$ cat src/rtl/mux4_rr_arbiter.sv
// Round-robin arbiter that owns the selects of an integrated 4:1 mux.
// The grant, the selects and valid are registered; y follows the inputs combinationally.
module mux4_rr_arbiter #(
   parameter int WIDTH    = 1,
   parameter int MAX_HOLD = 4
) (
   input  logic             clk,
   input  logic             rst,
   input  logic [3:0]       req,
   input  logic [WIDTH-1:0] i0,
   input  logic [WIDTH-1:0] i1,
   input  logic [WIDTH-1:0] i2,
   input  logic [WIDTH-1:0] i3,
   output logic [3:0]       gnt,
   output logic             s1,
   output logic             s0,
   output logic             valid,
   output logic [WIDTH-1:0] y
);

   localparam int HW = (MAX_HOLD > 2) ? $clog2(MAX_HOLD) : 1;
   localparam logic [HW-1:0] HOLD_SAT = HW'((MAX_HOLD > 0) ? MAX_HOLD - 1 : 0);

   typedef enum logic {IDLE, GRANT} state_t;

   state_t        state_q;
   logic [3:0]    gnt_q;
   logic [1:0]    sel_q;
   logic          valid_q;
   logic [1:0]    ptr_q;
   logic [HW-1:0] hold_q;

   logic [3:0]    others;
   logic [1:0]    win_idx;
   logic          grant_new;
   logic          go_idle;
   logic          hold_at_sat;

   // First set bit of r scanning start, start+1, ... (mod 4); returns start when r is zero.
   function automatic logic [1:0] pick(input logic [3:0] r, input logic [1:0] start);
      logic [1:0] idx;
      pick = start;
      for (int j = 3; j >= 0; j--) begin
         idx = start + 2'(j);
         if (r[idx]) pick = idx;
      end
   endfunction

   assign hold_at_sat = (MAX_HOLD != 0) && (hold_q == HOLD_SAT);

   always_comb begin
      others    = req & ~(4'b0001 << sel_q);
      win_idx   = pick(req, ptr_q);
      grant_new = 1'b0;
      go_idle   = 1'b0;
      case (state_q)
         IDLE: grant_new = |req;
         GRANT: begin
            // The owner never competes with itself: search the others from owner+1.
            win_idx = pick(others, sel_q + 2'd1);
            if (!req[sel_q]) begin
               grant_new = |others;
               go_idle   = ~|others;
            end else if (hold_at_sat && |others) begin
               grant_new = 1'b1;
            end
         end
         default: ;
      endcase
   end

   always_ff @(posedge clk) begin
      if (rst) begin
         state_q <= IDLE;
         gnt_q   <= 4'b0000;
         sel_q   <= 2'd0;
         valid_q <= 1'b0;
         ptr_q   <= 2'd0;
         hold_q  <= '0;
      end else if (grant_new) begin
         state_q <= GRANT;
         gnt_q   <= 4'b0001 << win_idx;
         sel_q   <= win_idx;
         valid_q <= 1'b1;
         ptr_q   <= win_idx + 2'd1;
         hold_q  <= '0;
      end else if (go_idle) begin
         // Selects keep their last value while idle.
         state_q <= IDLE;
         gnt_q   <= 4'b0000;
         valid_q <= 1'b0;
      end else if (state_q == GRANT && MAX_HOLD != 0 && !hold_at_sat) begin
         hold_q  <= hold_q + HW'(1);
      end
   end

   logic [WIDTH-1:0] mux_out;

   always_comb begin
      mux_out = '0;
      case (sel_q)
         2'd0: mux_out = i0;
         2'd1: mux_out = i1;
         2'd2: mux_out = i2;
         2'd3: mux_out = i3;
         default: mux_out = '0;
      endcase
   end

   assign gnt   = gnt_q;
   assign s1    = sel_q[1];
   assign s0    = sel_q[0];
   assign valid = valid_q;
   assign y     = valid_q ? mux_out : '0;

endmodule

$ cat config.mk
export PLATFORM = sky130hd
export DESIGN_NAME = mux4_rr_arbiter
export DESIGN_NICKNAME = d
export VERILOG_FILES = /design/src/rtl/mux4_rr_arbiter.sv
export SDC_FILE = /design/constraint.sdc
export NUM_CORES = 1
export LEC_CHECK = 0
export CAP_MARGIN = 20
export CORE_MARGIN = 5
export CORE_UTILIZATION = 48
export CTS_CLUSTER_DIAMETER = 200
export DETAILED_ROUTE_END_ITERATION = 6
export PLACE_DENSITY = 0.86
export SLEW_MARGIN = 20
export SYNTH_ARGS = -nofsm -noshare
export SYNTH_HDL_FRONTEND = slang
export SYNTH_SLANG_ARGS = --single-unit
$ cat constraint.sdc
create_clock -name clk -period 2.4 [get_ports clk]
set_clock_uncertainty 0.1 [all_clocks]
set_input_delay 0.36 -clock clk [delete_from_list [all_inputs] [get_ports clk]]
set_output_delay 0.36 -clock clk [all_outputs]
set_load 0.03 [all_outputs]
# --- Word level (Yosys, flattened, before mapping) ---
# Cells that the tools add are included.
totals:
  ff_bits: 11
  inputBits: 10
  out_inout_bits: 8
  elab_cells: 81
op_classes:
  addsub: 9
  magnitude_cmp: 9
  eq_ne: 4
  n_shift: 2
  mux: 38
  bitwise: 4
  reduce_logical: 10
ops:
  columns: ["operator", "n"]
  rows:
  - ["$lt 2x3->1 const B", 9]
  - ["$bmux 1 s2", 9]
  - ["$mux 2", 9]
  - ["$mux 1", 16]
  - ["$add 2x1->2 const B", 5]
  - ["$add 2x2->2 const B", 4]
  - ["$mux 4", 2]
  - ["$reduce_or 4->1", 2]
  - ["$shl 1x2->4 const A", 2]
  - ["$eq 2x2->1 const B", 3]
  - ["$and 4x4->4", 1]
  - ["$not 4->4", 1]
  - ["$pmux 1 s4", 1]
  - ["$eq 2x1->1 const B", 1]
  - ["$logic_and 1x1->1", 2]
  - ["$logic_not 1->1", 2]
  - ["$logic_not 2->1", 1]
  - ["$not 1->1", 2]
  - ["$pmux 1 s2", 1]
  - ["$reduce_and 2->1", 1]
  - ["$reduce_bool 2->1", 1]
  - ["$reduce_or 2->1", 1]

# --- Logic depth before layout (Yosys ltp) ---
# Gate-level depths: netlist (run 1).
depth:
  word_depth: 12
  depth_mapped: 8
  mapped_depth_nobuf: 8

# --- Worst setup path before layout (run 1) ---
# No wires, ideal clock.
synth_timing:
  path_kind: "reg-to-reg"
  start: "register sel_q[0]"
  end: "register hold_q[1]"
  setup_time_ns: 0.132
  t_arrival_ns: 2.044
  setup_slack_ns: 0.124
  path_stages_with_launch: 8
  n_path_buf: 0
  cell_sequence: "dfxtp_1 -> ha_1 -> nor2b_1 -> nor4_1 -> nand3b_1 -> nand3b_1 -> mux2i_1 -> nor3_1"
synth_between:
  elab_chain_cells: 9
  word_cells_on_any_way: 16
  cone_classes: "shift: 1; mux: 7; bitwise: 3; reduce/logical: 5"
synth_rtl:
  columns: ["item", "line", "text"]
  rows:
  - ["start: declaration", "28", "logic [1:0] sel_q;"]
  - ["start signal: assignment", "83", "sel_q <= win_idx;"]
  - ["$shl 1x2->4", "52", "others = req & ~(4'b0001 << sel_q);"]
  - ["$not 4->4", "52", null]
  - ["$and 4x4->4", "52", null]
  - ["$reduce_or 4->1", "62, 63, 64", null]
  - ["$logic_and 1x1->1 / $logic_not 1->1 (equally long branches)", "64, 63", null]
  - ["$mux 1 (on tied branches)", "64, 61", null]
  - ["$mux 1 (on tied branches)", "61, 56", null]
  - ["$pmux 1 s2 / $not 1->1 (equally long branches)", null, null]
  - ["$reduce_or 2->1 (no source line) / $reduce_and 2->1 (equally long branches)", null, null]
  - ["end signal: assignment", "93", "hold_q <= hold_q + HW'(1);"]
  - ["end: declaration", "31", "logic [HW-1:0] hold_q;"]
# Several ways; a longest one is shown, not always the timed one. The select of a mux whose other input is x is not followed.
# A chain may end at the register's enable or synchronous reset.

# --- Final worst setup path (run 1) ---
layout_timing:
  start: "register sel_q[0]"
  end: "output y"
layout_between:
  elab_chain_cells: 3
  word_cells_on_any_way: 6
  cone_classes: "eq/ne: 3; mux: 2; reduce/logical: 1"
layout_rtl:
  columns: ["item", "line", "text"]
  rows:
  - ["$eq 2x2->1, or another cell as far along", "101", "case (sel_q)"]
  - ["$pmux 1 s4 *", "101", null]
  - ["$mux 1 *", "114", "assign y = valid_q ? mux_out : '0;"]
  - ["end: declaration", "18", "output logic [WIDTH-1:0] y"]
# Every way passes the cells marked *; elsewhere a longest branch is shown, timed or not.

==> flow_metrics.py, run 1 <==
metrics = {
    "grt": {
        "grt_pass1_wl_um": 3640,
        "grt_use_total_pct": 17.6,
        "grt-busiest-layer": "met2",
        "grtUsageMet3_pct": 4.73,
        "gr-usage-met2_pct": 28.5,
        "grt.overflow.total": 0,
        "grt_max_degree": 13,
        "use_met1_pct": 21.9,
        "first_global_vias": 817,
        "antenna_found_initial": 0,
    },
    "synthesis": {
        "synth_edf_count": 0,
        "synth-main-ff-cell": "dfxtp_1",
        "syn_avg_cell_area_sq_um": 8.37,
        "synth_area_leaders": "dfxtp_1 (28%), ha_1 (7.9%), a21oi_1 (7.6%)",
        "syn_inst": 94,
        "yosys.area.top_type": "dfxtp_1",
        "synth_warnings": 0,
        "ys_async_sr_fraction_pct": 0,
        "syn_nets": 109,
        "synth_top_area_share_pct": 28.0,
        "synth.distinct_cells": 34,
        "synth_area_sq_um": 787,
        "synth_seq_cells": 11,
        "yosysSeqAreaShare_pct": 28.0,
    },
    "clocking": {
        "cts_root_buf": "clkbuf_4",
        "clockBufferDepth": 2,
        "cts_tree": "yes",
        "cts_num_sinks": 11,
        "htreeDepth": 1,
        "cts_buffers": 3,
        "post_cts_buffers": 0,
        "clk_pin_slew_ps": 60,
        "worst_skew_pair.late_latency_ps": 260,
    },
    "finish": {
        "area_growth_pct": 39.4,
        "nFillCells": 132,
        "layout_commonest_cell": "clkdlybuf4s50_1",
        "drive_above_1_share_pct": 18.5,
        "seq_area_sq_um": 221,
        "final_core_utilization_pct": 72.0,
        "multi_input_area_sq_um": 543,
        "final_cell_mix": "clkdlybuf4s50_1 (16), a21oi_1 (11), buf_4 (11)",
        "antenna_cells": 0,
        "final_nets": 140,
        "stdcell_area_sq_um": 1100,
    },
    "route": {
        "via_count": 845,
        "drt-vias-per-instance": 6.04,
        "routed_wl_um": 2090,
        "detail_route.first_pass.iterations": 4,
        "antenna_left": 0,
        "wl_per_cell_um": 14.9,
        "drtIter0Drc": 32,
        "drc": 0,
    },
    "sta": {
        "slew_violations": 0,
        "fin_crit_sh_pct": 104,
        "fmaxAchievable_mhz": 402,
        "setup_slack_ps": -88.3,
        "hold_viol_final": 0,
        "period_minus_slack_ps": 2490,
        "tightest_slew_ps": 477,
        "slew_headroom_pct": 68.1,
        "rsz0062_at_grt": "yes",
        "setup_violations": 1,
    },
    "critical_path": {
        "cp_slowest_cell": "a222oi_1",
        "crit_buf_inv": 2,
        "start_kind": "register",
        "cp.required_ps": 1940,
        "rr_worst_depth": 7,
        "cp_cell_sequence": "inv_1 -> ha_1 -> a222oi_1 -> o21ai_0 -> and2_1 -> dlygate4sd2_1",
        "path_class": "register to primary output",
        "crit_family": "compound AO/OA/AOI/OAI gates",
        "r2r-start": "sel_q[0]$_SDFFE_PP0P_",
        "regToRegSetupSlack_ps": 220,
        "worstSetupEndpointType": "primary output",
        "reg2reg_to": "gnt[2]$_SDFFE_PP0P_",
        "crit_arrival_ps": 2030,
        "path_max_fanout": 4,
        "cpPeakStageDelay_ps": 390,
    },
    "worst_hold_path": {
        "holdPathEnd": "gnt[3]$_SDFFE_PP0P_",
        "whs_path_depth": 2,
        "hold_path_class": "register to register",
        "min_from": "gnt[3]$_SDFFE_PP0P_",
    },
    "placement": {
        "dpl.hpwl_um": 1560,
        "port_buffers": 17,
        "post_dp_cell_area_sq_um": 1060,
        "gp_congestion": 0.867,
    },
    "floorplan": {
        "fp.dieW_um": 50.5,
        "die_area_sq_um": 2550,
        "die_y_um": 50.5,
        "coreArea_sq_um": 1520,
        "initial_core_util_pct": 51.6,
        "rows": 14,
        "num_io_pins": 18,
    },
    "pwr": {
        "p_leak_uw": 0.000434,
        "max-vdd-ir-drop_mv": 0.580,
        "powerDensity_nw_per_um2": 939,
    },
    "outcome": {
        "violations": "negative setup slack",
        "status": "finished with violations",
    },
    "job": {
        "maxCapViolCount": 0,
    },
}
-- worst max path at each step --
stage               slack [ps]                     end  depth (start not counted)                   from
global route              -190                       y                          6  sel_q[0]$_SDFFE_PP0P_
detailed placement        -160   ptr_q[1]$_SDFFE_PP0P_                          7                 req[3]
global placement           -80   ptr_q[1]$_SDFFE_PP0P_                          7                 req[1]
floorplan                  120  hold_q[1]$_SDFFE_PP0P_                          7  sel_q[0]$_SDFFE_PP0P_
CTS                         90   ptr_q[1]$_SDFFE_PP0P_                          8  sel_q[1]$_SDFFE_PP0P_
finish                     -90                       y                          6  sel_q[0]$_SDFFE_PP0P_
-- timing repair --
| action | CTS | global route |
|---|---|---|
| hold buffers | 0 | 0 |
| resized for setup | 1 | 5 |
| endpoints found under the setup margin | 1 | 8 |
| pin swaps | 0 | 1 |
-- state kept, by name (all words and copies together), names as in the netlist --
signal,cells
gnt,4
hold_q,2
ptr_q,2
sel_q,2
valid,1
-- area by class of cell --
| class | instances | share of cell area, % |
|---|---|---|
| clock buffer | 4 | 2.39 |
| inverter | 4 | 1.37 |
| multi-input combinational | 76 | 49.5 |
| sequential | 11 | 20.2 |
| tap | 16 | 1.82 |
| timing repair buffer | 29 | 24.7 |
-- Yosys cell counts (all sizes together) (2+ instances only) --
| master | instances |
|---|---|
| a21oi | 12 |
| dfxtp | 11 |
| nor2 | 10 |
| a211oi | 5 |
| ha | 5 |
| nand3b | 5 |
| nor2b | 5 |
| inv | 4 |
| nand2 | 4 |
| nand2b | 4 |
| o21ai | 3 |
| a32oi | 2 |
| clkbuf | 2 |
| nor3 | 2 |
| nor4 | 2 |
-- logic make-up after synthesis --
family / after synthesis / share of synthesized area (%)
DFF: 11 / 28.0
xor gates and xnor gates: 2 / 2.23
buffers and inverters: 7 / 4.29
muxes: 2 / 4.13
AOI/OAI and AO/OA: 31 / 28.3
and+or+nand+nor: 36 / 25.1
adders and majority gates: 5 / 7.95
-- worst register-to-register path: stages, from the launching register on --
cell      delay, ps
dfxtp_1         380
buf_4           170
mux4_2          520
and3b_1         210
a211oi_4        300
nor2b_1         140
a32oi_1         180
nor2_1           70
-- power breakdown --
group / switching (uW) / internal [uW]
Clock: 56.6 / 64.3
Sequential: 44.3 / 231
Combinational: 338 / 296
-- stage by stage --
step | cells | worst slack, ps | hold slack, ps | TNS (ps) | total power (uW)
3_5_place_dp | 136 | -160 | 351 | -852 | 890
5_1_grt | 140 | -191 | 387 | -192 | 1120
2_1_floorplan | 94 | 124 | 339 | 0 | 676
4_1_cts | 140 | 92.7 | 364 | 0 | 1010
6_report | 140 | -88.3 | 362 | -88.3 | 1030
3_3_place_gp | 136 | -76.0 | 348 | -251 | 874
-- metal layers --
layer | routed length [um] | vias up
met1 | 934 | 397
li1 | - | 411
met3 | 131 | 3
met5 | 0 | -
met4 | 24 | 0
met2 | 994 | 34
Note: power is estimated with default switching activity, not from simulation.
==> run 2, diff against run 1 <==
--- a/config.mk
+++ b/config.mk
@@ -6,6 +6,7 @@
 export NUM_CORES = 1
 export LEC_CHECK = 0
 export CAP_MARGIN = 20
+export CORE_ASPECT_RATIO = 1.2
 export CORE_MARGIN = 5
 export CORE_UTILIZATION = 48
 export CTS_CLUSTER_DIAMETER = 200
==> run 2 against run 1 <==
  * The run now ends clean
  * Worst setup slack better by 210 ps
  * Clock-buffer cell count stayed put
  * Routed wire length is 5.7% lower
  * Non-clock buffer count stayed put
  * Core utilization is 4.3 points lower
  * Maximum frequency is 9.4% higher
  * Flip-flop and latch count stayed put
  * Power is 3.0% lower
  * Largest power group unchanged
  * Highest routed layer unchanged
==> flow_metrics.py, run 2 (synthesis results as in run 1) <==
metrics = {
    "worst_hold_path": {
        "min_from": "gnt[1]$_SDFFE_PP0P_",
        "whs_path_depth": 2,
        "holdPathEnd": "gnt[1]$_SDFFE_PP0P_",
        "hold_path_class": "register to register",
    },
    "sta": {
        "setup_slack_ps": 125,
        "fin_crit_sh_pct": 94.8,
        "rsz0062_at_grt": "no",
        "setup_violations": 0,
        "period_minus_slack_ps": 2270,
        "hold_viol_final": 0,
        "fmaxAchievable_mhz": 440,
        "tightest_slew_ps": 522,
        "slew_violations": 0,
        "slew_headroom_pct": 64.3,
        "fin_tns_setup_ps": 0,
    },
    "placement": {
        "dp_cells": 138,
        "dpl.hpwl_um": 1520,
        "port_buffers": 17,
        "gp_congestion": 0.921,
        "post-place-ws_ps": -70.0,
        "post_dp_cell_area_sq_um": 1050,
    },
    "clocking": {
        "cts_buffers": 3,
        "post_cts_buffers": 0,
        "cts_num_sinks": 11,
        "cts_tree": "yes",
        "cts_root_buf": "clkbuf_4",
        "htreeDepth": 1,
        "clk_pin_slew_ps": 60,
        "worst_skew_pair.late_latency_ps": 270,
        "clockBufferDepth": 2,
    },
    "job": {
        "maxCapViolCount": 0,
    },
    "critical_path": {
        "cpPeakStageDelay_ps": 350,
        "crit_arrival_ps": 1810,
        "cp_cell_sequence": "inv_1 -> ha_1 -> a222oi_1 -> o21ai_0 -> and2_1 -> dlygate4sd2_1",
        "crit_buf_inv": 2,
        "path_class": "register to primary output",
        "crit_family": "buffers and inverters",
        "path_max_fanout": 3,
        "reg2reg_to": "ptr_q[1]$_SDFFE_PP0P_",
        "cp_slowest_cell": "dfxtp_1",
        "start_kind": "register",
        "regToRegSetupSlack_ps": 260,
        "rr_worst_depth": 7,
        "cp.required_ps": 1940,
        "worstSetupEndpointType": "primary output",
        "r2r-start": "sel_q[0]$_SDFFE_PP0P_",
    },
    "route": {
        "via_count": 823,
        "detail_route.first_pass.iterations": 4,
        "antenna_left": 0,
        "drt-vias-per-instance": 5.80,
        "wl_per_cell_um": 13.8,
        "drc": 0,
        "drtIter0Drc": 16,
        "routed_wl_um": 1970,
    },
    "finish": {
        "final_cells": 142,
        "seq_area_sq_um": 221,
        "final_cell_mix": "clkdlybuf4s50_1 (16), buf_4 (12), a21oi_1 (11)",
        "stdcell_area_sq_um": 1080,
        "multi_input_area_sq_um": 539,
        "layout_commonest_cell": "clkdlybuf4s50_1",
        "antenna_cells": 0,
        "nFillCells": 141,
        "final_nets": 140,
        "area_growth_pct": 37.7,
        "drive_above_1_share_pct": 17.7,
        "largest_reg_flops": 4,
    },
    "grt": {
        "antenna_found_initial": 0,
        "grt_pass1_wl_um": 3280,
        "first_global_vias": 806,
        "grt_max_degree": 13,
        "grt_use_total_pct": 17.4,
        "grt.overflow.total": 0,
    },
    "pwr": {
        "powerDensity_nw_per_um2": 922,
        "p_leak_uw": 0.000430,
        "max-vdd-ir-drop_mv": 0.562,
    },
    "floorplan": {
        "initial_core_util_pct": 49.1,
        "num_io_pins": 18,
        "die_area_sq_um": 2550,
        "coreArea_sq_um": 1600,
        "die_y_um": 54.4,
        "fp.dieW_um": 47.0,
        "rows": 16,
    },
    "outcome": {
        "status": "finished, final reports clean",
    },
}
-- run 2: cell counts in the layout (fill, tap and decap cells not counted) --
Identical to the previous run, type by type.
-- run 2: power breakdown --
| part | internal [uW] | total, uW | switching, uW | leakage (uW) |
|---|---|---|---|---|
| combinational | 274 | 601 | 327 | 0.000324 |
| clock | 64.4 | 125 | 60.4 | 0.0000150 |
| sequential | 231 | 273 | 42.8 | 0.0000909 |
-- run 2: worst min-delay path, delay by kind of cell (launching register included) --
family | cells | cell delay, ps
flip-flops | 1 | 310
AO/OA/AOI/OAI | 1 | 60
AND/OR/NAND/NOR | 1 | 50
-- run 2: stage by stage --
stage	util, %	hold WS, ps	total power [uW]
global placement	65.6	348	849
global route	67.7	400	1070
finish	67.7	368	999
floorplan	-	339	676
CTS	67.2	372	994
detailed placement	65.6	360	865
-- run 2: layer usage --
layer | vias up | share of wire [%] | track usage (%)
met5 | - | 0 | 0
met4 | 0 | 1.5 | 10.1
met3 | 5 | 6.4 | 2.63
met2 | 33 | 49 | 29.9
met1 | 372 | 43 | 19.8
li1 | 413 | - | -
-- run 2: worst max path at each step --
stage | start | to | slack [ps] | depth (start not counted)
after floorplan | sel_q[0]$_SDFFE_PP0P_ | hold_q[1]$_SDFFE_PP0P_ | 120 | 7
after global placement | req[2] | ptr_q[1]$_SDFFE_PP0P_ | -50 | 7
after detailed placement | req[3] | sel_q[0]$_SDFFE_PP0P_ | -70 | 7
after CTS | sel_q[1]$_SDFFE_PP0P_ | y | 30 | 6
after global routing | sel_q[0]$_SDFFE_PP0P_ | y | 20 | 6
final | sel_q[0]$_SDFFE_PP0P_ | y | 130 | 6
-- run 2: cell type report --
class                   instances  area share (%)
repair buffers                 29            23.9
inverters                       4            1.39
well taps                      18            2.08
clock buffers                   4            2.42
multi-input cells              76            49.8
flip-flops and latches         11            20.4
-- run 2: what timing repair did --
item                       4_1_cts  5_1_grt
hold endpoints to repair         0        0
hold buffers                     0        0
setup endpoints to repair        1        9
gates resized for setup          1        3
